===== src/rtl/laser_scan.sv =====
// laser_scan: loads NPTS points, then alternately places two laser circles
// to maximise covered points. Ports: CLK, RST_N, VALID, X, Y in; C1X..C2Y, COUNT, DONE out.
module laser_scan #(
  parameter int NPTS     = 40,
  parameter int CW       = 4,
  parameter int R2       = 16,
  parameter int MAX_ITER = 8
) (
  input  logic          CLK,
  input  logic          RST_N,
  input  logic          VALID,
  input  logic [CW-1:0] X,
  input  logic [CW-1:0] Y,
  output logic [CW-1:0] C1X,
  output logic [CW-1:0] C1Y,
  output logic [CW-1:0] C2X,
  output logic [CW-1:0] C2Y,
  output logic [7:0]    COUNT,
  output logic          DONE
);

  localparam int IW = $clog2(NPTS);
  localparam int SW = 2*CW+1;

  typedef enum logic [2:0] {
    LOAD, SCAN1, SCAN2, CHECK, OUT
  } state_t;

  state_t        r_state, w_next;

  logic [CW-1:0] r_px [NPTS];
  logic [CW-1:0] r_py [NPTS];

  logic [IW-1:0] r_idx;
  logic [CW-1:0] r_cx, r_cy;
  logic [CW-1:0] r_bx, r_by;
  logic [CW-1:0] r_c1x, r_c1y;
  logic [CW-1:0] r_c2x, r_c2y;
  logic          r_c2_en;
  logic [7:0]    r_acc, r_best;
  logic [7:0]    r_prev, r_pass;

  logic [CW-1:0] r_o_c1x, r_o_c1y;
  logic [CW-1:0] r_o_c2x, r_o_c2y;
  logic [7:0]    r_o_cnt;
  logic          r_done;

  function automatic logic f_hit(
    input logic [CW-1:0] px,
    input logic [CW-1:0] py,
    input logic [CW-1:0] cx,
    input logic [CW-1:0] cy
  );
    logic [CW-1:0]   dx, dy;
    logic [2*CW-1:0] sx, sy;
    logic [SW-1:0]   sum;
    dx  = (px >= cx) ? px - cx : cx - px;
    dy  = (py >= cy) ? py - cy : cy - py;
    sx  = {{CW{1'b0}}, dx} * {{CW{1'b0}}, dx};
    sy  = {{CW{1'b0}}, dy} * {{CW{1'b0}}, dy};
    sum = {1'b0, sx} + {1'b0, sy};
    return 32'(sum) <= R2;
  endfunction

  logic [CW-1:0] w_px, w_py;
  logic          w_lastp, w_lastc;
  logic          w_cand, w_fix, w_cov;
  logic [7:0]    w_score, w_nb;
  logic          w_better;
  logic [CW-1:0] w_nbx, w_nby;
  logic [7:0]    w_pass_n;
  logic          w_stop;

  assign w_px    = r_px[r_idx];
  assign w_py    = r_py[r_idx];
  assign w_lastp = (r_idx == IW'(NPTS-1));
  assign w_lastc = (&r_cx) & (&r_cy);

  // SCAN1: candidate is C1, C2 fixed (off in first pass).
  // SCAN2: candidate is C2, C1 fixed.
  assign w_cand  = f_hit(w_px, w_py, r_cx, r_cy);
  assign w_fix   = (r_state == SCAN1)
                 ? (r_c2_en & f_hit(w_px, w_py, r_c2x, r_c2y))
                 : f_hit(w_px, w_py, r_c1x, r_c1y);
  assign w_cov   = w_cand | w_fix;
  assign w_score = r_acc + {7'd0, w_cov};

  assign w_better = w_score > r_best;
  assign w_nb     = w_better ? w_score : r_best;
  assign w_nbx    = w_better ? r_cx : r_bx;
  assign w_nby    = w_better ? r_cy : r_by;

  assign w_pass_n = r_pass + 8'd1;
  assign w_stop   = (r_best <= r_prev)
                  | (w_pass_n == 8'(MAX_ITER));

  always_ff @(posedge CLK or negedge RST_N) begin
    if (!RST_N) r_state <= LOAD;
    else        r_state <= w_next;
  end

  always_comb begin
    w_next = r_state;
    unique case (r_state)
      LOAD:  if (VALID && w_lastp)   w_next = SCAN1;
      SCAN1: if (w_lastp && w_lastc) w_next = SCAN2;
      SCAN2: if (w_lastp && w_lastc) w_next = CHECK;
      CHECK: w_next = w_stop ? OUT : SCAN1;
      OUT:   w_next = LOAD;
      default: w_next = LOAD;
    endcase
  end

  always_ff @(posedge CLK) begin
    if (r_state == LOAD && VALID) begin
      r_px[r_idx] <= X;
      r_py[r_idx] <= Y;
    end
  end

  always_ff @(posedge CLK or negedge RST_N) begin
    if (!RST_N) begin
      r_idx   <= '0;
      r_cx    <= '0;
      r_cy    <= '0;
      r_bx    <= '0;
      r_by    <= '0;
      r_c1x   <= '0;
      r_c1y   <= '0;
      r_c2x   <= '0;
      r_c2y   <= '0;
      r_c2_en <= 1'b0;
      r_acc   <= '0;
      r_best  <= '0;
      r_prev  <= '0;
      r_pass  <= '0;
      r_o_c1x <= '0;
      r_o_c1y <= '0;
      r_o_c2x <= '0;
      r_o_c2y <= '0;
      r_o_cnt <= '0;
      r_done  <= 1'b0;
    end else begin
      r_done <= 1'b0;
      unique case (r_state)
        LOAD: begin
          r_cx    <= '0;
          r_cy    <= '0;
          r_acc   <= '0;
          r_best  <= '0;
          r_c2_en <= 1'b0;
          if (VALID) r_idx <= w_lastp ? '0 : r_idx + 1'b1;
        end
        SCAN1, SCAN2: begin
          if (!w_lastp) begin
            r_idx <= r_idx + 1'b1;
            r_acc <= w_score;
          end else begin
            r_idx  <= '0;
            r_acc  <= '0;
            r_best <= w_nb;
            r_bx   <= w_nbx;
            r_by   <= w_nby;
            r_cx   <= r_cx + 1'b1;
            if (&r_cx) r_cy <= r_cy + 1'b1;
            if (w_lastc) begin
              if (r_state == SCAN1) begin
                r_c1x  <= w_nbx;
                r_c1y  <= w_nby;
                r_best <= '0;
              end else begin
                r_c2x   <= w_nbx;
                r_c2y   <= w_nby;
                r_c2_en <= 1'b1;
              end
            end
          end
        end
        CHECK: begin
          r_pass <= w_pass_n;
          if (!w_stop) begin
            r_prev <= r_best;
            r_best <= '0;
          end
        end
        OUT: begin
          r_o_c1x <= r_c1x;
          r_o_c1y <= r_c1y;
          r_o_c2x <= r_c2x;
          r_o_c2y <= r_c2y;
          r_o_cnt <= r_best;
          r_done  <= 1'b1;
          r_idx   <= '0;
          r_pass  <= '0;
          r_prev  <= '0;
        end
        default: ;
      endcase
    end
  end

  assign C1X   = r_o_c1x;
  assign C1Y   = r_o_c1y;
  assign C2X   = r_o_c2x;
  assign C2Y   = r_o_c2y;
  assign COUNT = r_o_cnt;
  assign DONE  = r_done;

endmodule

===== config.mk =====
export PLATFORM = sky130hd
export DESIGN_NAME = laser_scan
export DESIGN_NICKNAME = d
export VERILOG_FILES = /design/src/rtl/laser_scan.sv
export SDC_FILE = /design/constraint.sdc
export NUM_CORES = 1
export LEC_CHECK = 0
export ABC_AREA = 0
export BUFFER_PORTS_ARGS = -buffer_cell sky130_fd_sc_hd__buf_4
export CAP_MARGIN = 20
export CORE_UTILIZATION = 23
export DETAILED_ROUTE_END_ITERATION = 16
export SETUP_SLACK_MARGIN = 0.05
export SKIP_CTS_REPAIR_TIMING = 1
export SLEW_MARGIN = 20
export SYNTH_ARGS = -nofsm -noshare
export SYNTH_HDL_FRONTEND = slang
export SYNTH_SLANG_ARGS = --single-unit

===== constraint.sdc =====
create_clock -name CLK -period 20 [get_ports CLK]
set_input_delay 4 -clock CLK [delete_from_list [all_inputs] [get_ports CLK]]
set_output_delay 4 -clock CLK [all_outputs]
set_load 0.03 [all_outputs]

# Yosys cells after proc, flatten, opt, wreduce, memory -nomap -nowiden
# Memory sizes are Yosys's and may differ from the RTL's.
# Cells that the tools add are included.
dict set report classes {
  add_sub_neg 20
  multipliers 6
  magnitude_cmp 11
  eq_ne 15
  mux 40
  bitwise 5
  n_reduce_logical 21
}
# operator n
set ops {}
lappend ops {{$mux W8} 7}
lappend ops {{$mul A4 B4 Y8} 6}
lappend ops {{$pmux W8 S2} 3}
lappend ops {{$sub A4 B4 Y4} 12}
lappend ops {{$mux W4} 11}
lappend ops {{$add A8 B8 Y9} 3}
lappend ops {{$le A9 B5 Y1 const B} 3}
lappend ops {{$ge A4 B4 Y1} 6}
lappend ops {{$pmux W8 S3} 1}
lappend ops {{$reduce_and A4 Y1} 5}
lappend ops {{$pmux W6 S3} 1}
lappend ops {{$ne A2 B2 Y1 const B} 8}
lappend ops {{$pmux W4 S2} 2}
lappend ops {{$mux W3} 4}
lappend ops {{$mux W6} 2}
lappend ops {{$pmux W3 S4} 1}
lappend ops {{$reduce_and A3 Y1} 3}
lappend ops {{$add A4 B1 Y4 const B} 2}
lappend ops {{$add A8 B1 Y8} 1}
lappend ops {{$add A8 B1 Y8 const B} 1}
lappend ops {{$eq A8 B4 Y1 const B} 1}
lappend ops {{$gt A8 B8 Y1} 1}
lappend ops {{$le A8 B8 Y1} 1}
lappend ops {{$reduce_and A2 Y1} 4}
lappend ops {{other kinds (16)} 29}
dict set report totals {
  regBits 99
  ram_bits 320
  inputBits 11
  output_inout_bits 25
  word_cells 141
  memories 2
}
# name depth width rd rd_clocked_by_memory_dff wr line
set mem_list {}
lappend mem_list {r_px 40 4 1 0 1 31} ;# logic [CW-1:0] r_px [NPTS];
lappend mem_list {r_py 40 4 1 0 1 32} ;# logic [CW-1:0] r_py [NPTS];

# Depth between registers and ports, before layout
# Gate-level depths: netlist (run 1).
# An unclocked memory read counts as a cell.
dict set report depth {
  depth_word 16
  mapped_depth 46
  depth_no_buf 41
}

# Worst setup path before layout (run 1)
# OpenSTA, ideal clock, no wires.
dict set report synth_timing {
  path_kind {register to register}
  from {register r_idx[0]}
  to {register r_best[3]}
  setup_ns 0.078
  arrival_ns 9.116
  required_ns 19.922
  slack_ns 10.806
  stages_incl_launch_ff 44
  n_path_buf 4
  period_less_slack_ns 9.194
  path_cell_list {dfrtp_1 > buf_4 > and3b_1 > buf_6 > a22o_1 > a221oi_2 > a31oi_1 > or2_1 > and4b_1 > ha_1 > inv_1 > fa_1 > a21o_1 > a21o_1 > a21oi_2 > mux2i_1 > xnor2_1 > or2_1 > [... 8 more ...] > o21bai_1 > a21oi_1 > xnor2_1 > o311ai_0 > ha_1 > and3_1 > nand3_1 > nor2_1 > xnor2_1 > inv_1 > ha_1 > nand4_1 > a21oi_1 > o22ai_1 > buf_2 > or3_1 > clkbuf_1 > o2bb2ai_1}
}
dict set report synth_between {
  elab_chain_cells 16
  elab_cells_between_ends 51
  classes_between {add/sub: 16; mul: 6; order compare: 10; eq/ne: 2; mux: 12; bitwise: 2; reduce/logical: 1; memory: 2}
}
# item line
set synth_lines {}
lappend synth_lines {{start, declared} 34} ;# logic [IW-1:0] r_idx;
lappend synth_lines {{start signal, assigned} 152} ;# if (VALID) r_idx <= w_lastp ? '0 : r_idx + 1'b1;
lappend synth_lines {{start signal, assigned} 156} ;# r_idx <= r_idx + 1'b1;
lappend synth_lines {{$mem_v2 Z40 W4 (on tied branches)} --}
lappend synth_lines {{$sub A4 B4 Y4 (tied with other cells)} 57} ;# dx = (px >= cx) ? px - cx : cx - px;
lappend synth_lines {{$mux W4 (on tied branches)} {57, 58}}
lappend synth_lines {{$mul A4 B4 Y8 (on tied branches)} {59, 60}}
lappend synth_lines {{$add A8 B8 Y9} 61} ;# sum = {1'b0, sx} + {1'b0, sy};
lappend synth_lines {{$le A9 B5 Y1} 62} ;# return 32'(sum) <= R2;
lappend synth_lines {{$and A1 B1 Y1} 83} ;# ? (r_c2_en & f_hit(w_px, w_py, r_c2x, r_c2y))
lappend synth_lines {{$mux W1} 83}
lappend synth_lines {{$or A1 B1 Y1} 85} ;# assign w_cov = w_cand | w_fix;
lappend synth_lines {{$add A8 B1 Y8} 86} ;# assign w_score = r_acc + {7'd0, w_cov};
lappend synth_lines {{$gt A8 B8 Y1} 88} ;# assign w_better = w_score > r_best;
lappend synth_lines {{$mux W8} 89} ;# assign w_nb = w_better ? w_score : r_best;
lappend synth_lines {{$mux W8} 167} ;# if (r_state == SCAN1) begin
lappend synth_lines {{$mux W8} 166} ;# if (w_lastc) begin
lappend synth_lines {{$mux W8} 155} ;# if (!w_lastp) begin
lappend synth_lines {{$pmux W8 S3} 145} ;# unique case (r_state)
lappend synth_lines {{end signal, assigned} 161} ;# r_best <= w_nb;
lappend synth_lines {{end, declared} 40} ;# logic [7:0] r_acc, r_best;
# Parallel ways exist; a longest one is shown, timed or not. The select of a mux whose other input is x is not followed.
# A chain may end at the register's enable or synchronous reset.

# Worst setup path after layout (run 1)
dict set report layout_timing {
  from {register r_idx[2]}
  to {register r_best[1]}
}
# Same word-level chain as after synthesis.

==> summary.txt, run 1 <==
Run status
  – Status: completed

Drt
  – Antenna Nets Post-Route: 0
  – Total number of vias: 12300
  – WL/cell: 17.5 um
  – 1st-pass router iterations: 5
  – Initial DRC Count: 1120
  – Number of remaining DRC errors: 0
  – Via-to-Cell Ratio: 4.50
  – Final WL: 47900 um

Logic synthesis
  – Avg Cell Area, Syn: 13.1 um2
  – Post-synth EDFFs: 320
  – Yosys cell types: 60
  – Seq/Total Area, Yosys: 60.1%
  – #FFs+latches synth: 419
  – Mapped Nets: 1701
  – Top_reg_cell synth: edfxtp_1
  – Mapped cell area: 20100 um2
  – Ys Warns: 0
  – Syn Inst Count: 1530
  – Share of async-settable or async-resettable flops after synthesis: 23.6%

Clocking
  – CTS max path bufs: 3
  – Root Buffer: clkbuf_16
  – Clk sinks: 419
  – CTS tree: built
  – Clk Latency, worst-skew pair: 580 ps
  – Clk slew on worst S/H paths: 60 ps
  – Htree depth: 2
  – CTS Buf Count: 42

Cells and area
  – Seq. cell area: 12100 um2
  – Non-filler cells, final: 2740
  – Share of cells above drive strength 1: 9.53%
  – Diode count: 0
  – Leading cell type in the layout, fill and taps excluded: edfxtp_1
  – Most frequent cells in the layout: edfxtp_1 (320), inv_1 (125), ha_1 (115)
  – Area occupied by multi-input gates: 7240 um2
  – Area delta synth->final: 14.2%
  – Fin area: 23000 um2
  – Layout Nets: 1723
  – Number of fill cells: 8782

Critical path
  – CP required: 20480 ps
  – R2R depth: 38
  – Critical path type: register to register
  – CP peak stage delay: 660 ps
  – Critical-path maximum fanout: 41
  – Critical Path Slowest Stage Cell: dfrtp_1
  – Setup crit start kind: register
  – Crit-path most repeated cell: fa_1
  – Crit. End Element: register
  – Worst EP arrival: 11570 ps

Floorplan
  – Placeable Area: 86600 um2
  – Die Width: 298 um
  – Core Rows: 108
  – Initial cell density of the core: 23.2%
  – Top Ports: 36
  – DIE AREA: 88600 um2
  – DIE HEIGHT: 298 um

Power
  – LEAKAGE: 8.54 nW
  – Tot Pwr: 0.00174 W
  – Maximum vdd ir drop: 0.0594 mV
  – Pwr Density: 75.8 nW/um2

STA
  – Final TNS setup: 0 ps
  – Tmin final: 11090 ps
  – Slew margin rel.: 29.6%
  – RSZ-0062 raised after global routing: no
  – Hold Fails Final Rpt: 0
  – Fmax: 90.2 MHz
  – Least-Margin Pin Slew: 1050 ps
  – Final period utilization: 55.5%
  – Final setup viols: 0
  – Worst Setup Slack, final: 8910 ps
  – Clock skew: 31.7 ps
  – Slew Limit Fails: 0

Global route
  – GRT Overall Usage: 10.7%
  – Congestion Overflow GR: 0
  – First-pass GRT wire length: 74400 um
  – Antenna violations before repair: 2
  – Largest net degree at the start of global routing: 67
  – Vias in the first global route: 12600

Place
  – Dpl ws: 8920 ps
  – Port bufs: 35
  – GPL Wtd Cong: 0.819
  – Placed Area: 21600 um2
  – Post-DP HPWL: 31000 um
  – Placed cells: 2663

Hold path
  – Worst Hold Path Cells: 2
  – HP Class: register to register

Run
  – Max Cap Viol: 0
## flip-flops by register name (all words and copies together) (netlist names), 6 cells and up
name    count
r_pass      8
r_px      160
r_best      8
r_py      160
r_acc       8
r_idx       6
COUNT       8
r_prev      8
## Yosys cell counts, drive strengths merged (8+ instances only)
cell	n	area, um2
fa	45	901
and3	9	56.3
a22o	28	245
ha	115	1440
nand2	108	405
mux2	8	90.1
mux2i	38	380
nor2	101	379
edfxtp	320	9610
a21o	25	188
inv	125	469
clkbuf	22	82.6
xor2	18	158
dfrtp	99	2480
nand4	21	131
a22oi	110	826
o21ai	71	355
buf	45	270
or2	15	93.8
a21oi	41	216
a31oi	14	87.6
nand3	16	80.1
xnor2	17	149
a221oi	25	250
## through the flow
stage | utilization [%] | hold slack (ps)
global route | 26.5 | 504
global placement | 24.9 | 464
detailed placement | 24.9 | 473
floorplan | - | 450
finish | 26.5 | 482
CTS | 26.5 | 487
## metal layers
layer	share of wire [%]	wire, um	track usage [%]	up-vias
met5	0.054	26	0	-
met4	1.5	739	2.16	4
met3	6.6	3180	1.98	74
met2	48	22900	17.7	368
met1	44	21000	14.5	6179
li1	-	-	-	5707
## layout make-up
type | instances | area share (%)
inverters | 125 | 2.04
multi-input cells | 919 | 31.5
clock buffers | 50 | 4.80
repair buffers | 45 | 1.47
well taps | 1155 | 6.30
clock inverters | 27 | 1.20
flip-flops and latches | 419 | 52.7
## power breakdown
part | switching, W | internal, W | total (W) | leakage (nW)
clock | 0.000347 | 0.000439 | 0.000786 | 0.675
sequential | 0 | 0.000938 | 0.000938 | 4.23
combinational | 0.0000140 | 0.00000144 | 0.0000154 | 3.63
total | 0.000361 | 0.00138 | 0.00174 | 8.54
## cell families (layout without fill, tap and decap cells)
| group | Yosys count | count (layout) | synth area share (%) |
|---|---|---|---|
| fa+ha+maj | 160 | 160 | 11.6 |
| xor+xnor | 35 | 35 | 1.52 |
| mux | 46 | 46 | 2.34 |
| simple gates | 317 | 317 | 7.55 |
| compound gates | 361 | 361 | 12.7 |
| buf+inv | 192 | 247 | 4.09 |
| flops | 419 | 419 | 60.1 |
## critical path, delay by kind of cell (launching register included)
family,cells,cell delay (ps)
compound gates,14,3170
buf+inv,3,450
mux,1,260
xor+xnor,3,420
fa+ha+maj,8,3540
flops,1,660
simple gates,9,2470
## final timing paths
| check | end | slack [ps] | startpoint |
|---|---|---|---|
| max in group asynchronous | C1X[3] | 15390 | RST_N |
| hold reg to reg | COUNT[6] | 480 | COUNT[6] |
| setup reg to reg | r_best[1] | 8910 | r_idx[2] |
| hold / removal | COUNT[6] | 480 | COUNT[6] |
| setup / recovery | r_best[1] | 8910 | r_idx[2] |
| min in group asynchronous | COUNT[4] | 3390 | RST_N |
Power figures use the tool's default switching activity.
==> inputs of run 2 (changes only) <==
Clock period 20 ns to 11.6 ns, I/O delays scaled along.
==> run 2 against run 1 <==
  * Register-to-register slack got worse by 8100 ps
  * Design area increased by 0.34%
  * Wire length increased by 3.7%
  * Global-route usage increased by 0.35 points
  * Worst setup slack got worse by 8100 ps
  * Flip-flop and latch count unchanged
  * Sequential share of layout area decreased by 0.17 points
  * Final cell count increased by 0.26%
  * Clock power increased by 65%
  * First-iteration DRC count decreased by 12%
  * Non-clock buffer count increased by 13
==> summary.txt, run 2 (same netlist as run 1, synthesis figures left out) <==
Clocking
  – CTS max path bufs: 3 (unchanged)
  – CTS Buf Count: 41 (-2.4%)
  – Htree depth: 2 (unchanged)
  – Clk sinks: 419 (unchanged)
  – Clk Latency, worst-skew pair: 570 ps (about the same)
  – CTS tree: built
  – Root Buffer: clkbuf_16
  – Clk slew on worst S/H paths: 60 ps (about the same)

STA
  – Clock skew: 44.9 ps (+13.2 ps)
  – RSZ-0062 raised after global routing: no
  – Hold Fails Final Rpt: 0 (unchanged)
  – Least-Margin Pin Slew: 1000 ps (-50.1 ps)
  – Final TNS setup: 0 ps (unchanged)
  – Hold Slack: 481 ps (-0.362 ps)
  – Tmin final: 10840 ps (-250 ps)
  – Final period utilization: 93.4% (+38 points)
  – Slew Limit Fails: 0 (unchanged)
  – Final setup viols: 0 (unchanged)
  – Slew margin rel.: 33.0% (+3.4 points)
  – Fmax: 92.3 MHz (+2.3%)

Cells and area
  – Diode count: 0 (unchanged)
  – Fin area: 23000 um2 (+0.34%)
  – Area delta synth->final: 14.6%
  – Leading cell type in the layout, fill and taps excluded: edfxtp_1
  – Non-filler cells, final: 2747 (+0.26%)
  – Layout Nets: 1735 (+0.70%)
  – Largest registers: r_px x160, r_py x160
  – Share of cells above drive strength 1: 9.86% (+0.33 points)
  – Number of fill cells: 8805 (+0.26%)
  – Most frequent cells in the layout: edfxtp_1 (320), inv_1 (125), ha_1 (115)

Drt
  – Via-to-Cell Ratio: 4.59 (+2.0%)
  – Antenna Nets Post-Route: 0 (unchanged)
  – Number of remaining DRC errors: 0 (unchanged)
  – WL/cell: 18.1 um (+3.4%)
  – 1st-pass router iterations: 5 (unchanged)
  – Final WL: 49600 um (+3.7%)
  – Total number of vias: 12600 (+2.3%)
  – Initial DRC Count: 982 (-12%)

Global route
  – Met1 usage: 14.9% (+0.37 points)
  – GRT Overall Usage: 11.0% (+0.35 points)
  – First-pass GRT wire length: 77000 um (+3.5%)
  – Congestion Overflow GR: 0 (unchanged)
  – Grt met3 use: 2.23% (+0.26 points)
  – Largest net degree at the start of global routing: 77 (+15%)
  – Antenna violations before repair: 0 (-2)
  – Busiest grt layer: met2
  – Met2 Use GR: 18.4% (+0.68 points)
  – Vias in the first global route: 12900 (+2.4%)

Place
  – Placed cells: 2675 (+0.45%)
  – Post-DP HPWL: 33400 um (+7.9%)
  – Port bufs: 35 (unchanged)
  – GPL Wtd Cong: 0.832 (+1.7%)
  – Placed Area: 21700 um2 (+0.68%)

Critical path
  – R2r startpoint: r_idx[0]
  – Critical Path Slowest Stage Cell: dfrtp_1
  – Critical path type: register to register
  – Crit path buf inv count: 4 (+1)
  – Largest delay share family, worst path: adder cells
  – CP endpoint: r_best[1]
  – Crit-path most repeated cell: fa_1
  – R2R depth: 39 (+2.6%)
  – Worst EP arrival: 11310 ps (-260 ps)
  – CP required: 12080 ps (-8400 ps)
  – CP peak stage delay: 570 ps (-90 ps)
  – Worst reg2reg path endpoint: r_best[1]
  – Critical path depth: 39 (+2.6%)
  – R2R Setup Slk: 760 ps (-8150 ps)
  – Setup crit start kind: register
  – Worst Setup SP: r_idx[0]
  – Crit. End Element: register
  – Critical-path maximum fanout: 30 (-27%)

Floorplan
  – Top Ports: 36 (unchanged)
  – Core Rows: 108 (unchanged)
  – DIE HEIGHT: 298 um (unchanged)
  – DIE AREA: 88600 um2 (unchanged)
  – Placeable Area: 86600 um2 (unchanged)
  – Die Width: 298 um (unchanged)
  – Initial cell density of the core: 23.2% (unchanged)

Power
  – Maximum vdd ir drop: 0.107 mV (+80%)
  – LEAKAGE: 8.58 nW (+0.47%)
  – Pwr Density: 128 nW/um2 (+69%)
  – Tot Pwr: 0.00294 W (+69%)

Run status
  – Status: completed

Hold path
  – HP Class: register to register

Run
  – Max Cap Viol: 0 (unchanged)
run 2: worst reg2reg max path, delay by kind of cell (launching register included):
| kind | cells | cell delay, ps |
|---|---|---|
| AO/OA/AOI/OAI | 14 | 3150 |
| XOR/XNOR | 3 | 650 |
| adder cells (fa/ha/maj) | 8 | 3250 |
| buffers and inverters | 4 | 620 |
| flip-flops | 1 | 570 |
| multiplexers | 1 | 250 |
| AND/OR/NAND/NOR | 9 | 2280 |
run 2: final cells by class:
| class | instances | area, um2 | area share, % |
|---|---|---|---|
| clock buffer | 50 | 1070 | 4.66 |
| timing repair buffer | 58 | 518 | 2.25 |
| tap | 1155 | 1450 | 6.27 |
| sequential | 419 | 12100 | 52.5 |
| multi-input combinational | 919 | 7240 | 31.4 |
| inverter | 125 | 469 | 2.04 |
| clock inverter | 21 | 200 | 0.869 |
run 2: where the power goes:
group          internal [W]  switching, W   total, W
sequential          0.00162             0    0.00162
combinational    0.00000346     0.0000259  0.0000294
clock              0.000711      0.000585    0.00130
run 2: metal layers:
| layer | vias up | share of wire, % |
|---|---|---|
| met4 | 0 | 1.6 |
| met5 | - | 0 |
| li1 | 5748 | - |
| met1 | 6456 | 44 |
| met3 | 64 | 6.1 |
| met2 | 344 | 48 |
run 2: worst min path at each step:
| stage | cells after the start | startpoint | end | slack [ps] |
|---|---|---|---|---|
| 2_1_floorplan | 2 | r_c1x[3] | r_c1x[3] | 450 |
| 6_report | 2 | COUNT[4] | COUNT[4] | 480 |
| 3_5_place_dp | 2 | r_c2x[3] | r_c2x[3] | 470 |
| 3_3_place_gp | 2 | r_c2x[3] | r_c2x[3] | 470 |
| 4_1_cts | 2 | r_c2x[3] | r_c2x[3] | 490 |
| 5_1_grt | 2 | C2X[1] | C2X[1] | 500 |
run 2: per-stage QoR:
step / setup WS (ps) / utilization, %
finish: 760 / 26.6
global placement: 853 / 25.1
detailed placement: 583 / 25.1
CTS: 540 / 26.5
floorplan: 2410 / -
global route: 74.7 / 26.6
==> inputs of run 3 (changes only) <==
==> constraint.sdc (replaced) <==
create_clock -name CLK -period 13.15 [get_ports CLK]
set_input_delay 0.6575 -clock CLK [delete_from_list [all_inputs] [get_ports CLK]]
set_output_delay 0.6575 -clock CLK [all_outputs]
set_load 0.03 [all_outputs]
==> run 3 against run 2 <==
  * Global-route usage is 0.14 points lower
  * Core utilization is 0.17 points lower
  * Register-to-register slack better by 930 ps
  * Clock-buffer cell count is 4 higher
  * Power is 14% lower
  * Design area is 0.62% lower
  * Sequential power is 12% lower
  * Clock power is 16% lower
  * Fmax is 5.4% lower
  * Sequential share of layout area is 0.32 points higher
  * Critical path depth stayed put
  * Die area stayed put
==> summary.txt, run 3 (same netlist as run 1, synthesis figures left out) <==
STA
  – Clock skew: 27.3 ps (-17.6 ps)
  – Final TNS setup: 0 ps (unchanged)
  – RSZ-0062 raised after global routing: no
  – Slew Limit Fails: 0 (unchanged)
  – Final period utilization: 87.1% (-6.3 points)
  – Fmax: 87.3 MHz (-5.4%)
  – Slew margin rel.: 25.8% (-7.1 points)
  – Hold Fails Final Rpt: 0 (unchanged)
  – Final setup viols: 0 (unchanged)
  – Tmin final: 11460 ps (+616 ps)
  – Least-Margin Pin Slew: 1110 ps (+109 ps)

Critical path
  – Setup crit start kind: register
  – Crit-path most repeated cell: fa_1
  – Critical Path Slowest Stage Cell: nor3b_4
  – Critical-path maximum fanout: 16 (-47%)
  – R2r startpoint: r_idx[2]
  – CP peak stage delay: 990 ps (+420 ps)
  – CP required: 13620 ps (+1540 ps)
  – Worst Setup SP: r_idx[2]
  – Worst EP arrival: 11920 ps (+610 ps)
  – Critical path type: register to register
  – Crit. End Element: register

Global route
  – GRT Overall Usage: 10.9% (-0.14 points)
  – Largest net degree at the start of global routing: 86 (+12%)
  – Antenna violations before repair: 1 (+1)
  – First-pass GRT wire length: 75700 um (-1.7%)
  – Vias in the first global route: 12700 (-1.5%)
  – Congestion Overflow GR: 0 (unchanged)

Clocking
  – Htree depth: 2 (unchanged)
  – CTS Buf Count: 40 (-2.4%)
  – Clk slew on worst S/H paths: 60 ps (about the same)
  – Root Buffer: clkbuf_16
  – CTS tree: built
  – Clk Latency, worst-skew pair: 560 ps (about the same)
  – CTS max path bufs: 3 (unchanged)
  – Clk sinks: 419 (unchanged)

Cells and area
  – Number of fill cells: 8842 (+0.42%)
  – Most frequent cells in the layout: edfxtp_1 (320), inv_1 (125), ha_1 (115)
  – Largest registers: r_px x160, r_py x160
  – Fin area: 22900 um2 (-0.62%)
  – Layout Nets: 1731 (-0.23%)
  – Share of cells above drive strength 1: 9.21% (-0.66 points)
  – Area delta synth->final: 13.9%
  – Leading cell type in the layout, fill and taps excluded: edfxtp_1
  – Non-filler cells, final: 2743 (-0.15%)

Hold path
  – HP Class: register to register
  – Min-delay src: C1Y[3]

Drt
  – Number of remaining DRC errors: 0 (unchanged)
  – WL/cell: 17.9 um (-0.68%)
  – Final WL: 49200 um (-0.83%)
  – Antenna Nets Post-Route: 0 (unchanged)
  – 1st-pass router iterations: 5 (unchanged)
  – Total number of vias: 12500 (-0.67%)
  – Initial DRC Count: 1215 (+24%)
  – Via-to-Cell Ratio: 4.57 (-0.52%)

Floorplan
  – DIE HEIGHT: 298 um (unchanged)
  – Core Rows: 108 (unchanged)
  – Die Width: 298 um (unchanged)
  – Top Ports: 36 (unchanged)
  – Placeable Area: 86600 um2 (unchanged)
  – Initial cell density of the core: 23.2% (unchanged)
  – DIE AREA: 88600 um2 (unchanged)

Place
  – Placed cells: 2672 (-0.11%)
  – Placed Area: 21700 um2 (-0.25%)
  – GPL Wtd Cong: 0.850 (+2.1%)
  – Post-DP HPWL: 33000 um (-1.1%)
  – Port bufs: 35 (unchanged)

Power
  – Pwr Density: 111 nW/um2 (-13%)
  – Maximum vdd ir drop: 0.0837 mV (-22%)
  – LEAKAGE: 8.51 nW (-0.85%)

Run status
  – Status: completed

Run
  – Max Cap Viol: 0 (unchanged)
[run 3: area by class of cell]
class | count | area [um2] | area share [%]
inverter | 125 | 469 | 2.05
timing repair buffer | 55 | 444 | 1.94
tap | 1155 | 1450 | 6.31
clock inverter | 14 | 134 | 0.585
antenna | 2 | 5.00 | 0.0219
multi-input combinational | 919 | 7240 | 31.6
clock buffer | 54 | 1060 | 4.65
sequential | 419 | 12100 | 52.8
[run 3: report_power, final]
| group | switching [W] | internal (W) |
|---|---|---|
| clock network | 0.000500 | 0.000592 |
| registers | 0 | 0.00143 |
| logic | 0.0000220 | 0.00000249 |
[run 3: per-layer routing]
metal / global-route usage, % / share of wire [%] / vias up
met5: 0 / 0.035 / -
met4: 2.18 / 1.8 / 2
met3: 2.11 / 6.1 / 65
met2: 17.8 / 47 / 401
met1: 15.0 / 45 / 6331
li1: - / - / 5729
[run 3: critical path: cells and delay by family, from the launching register on]
family	cells	cell delay, ps
AOI/OAI and AO/OA	13	3150
adders and majority gates	9	3420
xor gates and xnor gates	3	400
muxes	1	280
buffers and inverters	4	510
DFF	1	640
and+or+nand+nor	9	2970
[run 3: worst paths after layout]
| kind | end | slack [ps] | cells past startpoint |
|---|---|---|---|
| hold reg to reg | C1Y[3] | 480 | 2 |
| min in group asynchronous | COUNT[4] | 520 | 2 |
| setup reg to reg | r_best[2] | 1690 | 39 |
| max in group asynchronous | r_state[0] | 11620 | 3 |
| hold / removal | C1Y[3] | 480 | 2 |
| setup / recovery | r_best[2] | 1690 | 39 |
[run 3: through the flow]
step | hold WS (ps) | total power [W] | utilization, % | setup slack [ps]
floorplan | 362 | 0.00145 | - | 3960
global placement | 464 | 0.00148 | 25.0 | 1700
detailed placement | 477 | 0.00148 | 25.0 | 1850
CTS | -43.0 | 0.00256 | 26.4 | 1760
global route | 507 | 0.00262 | 26.4 | 1120
finish | 483 | 0.00254 | 26.4 | 1690
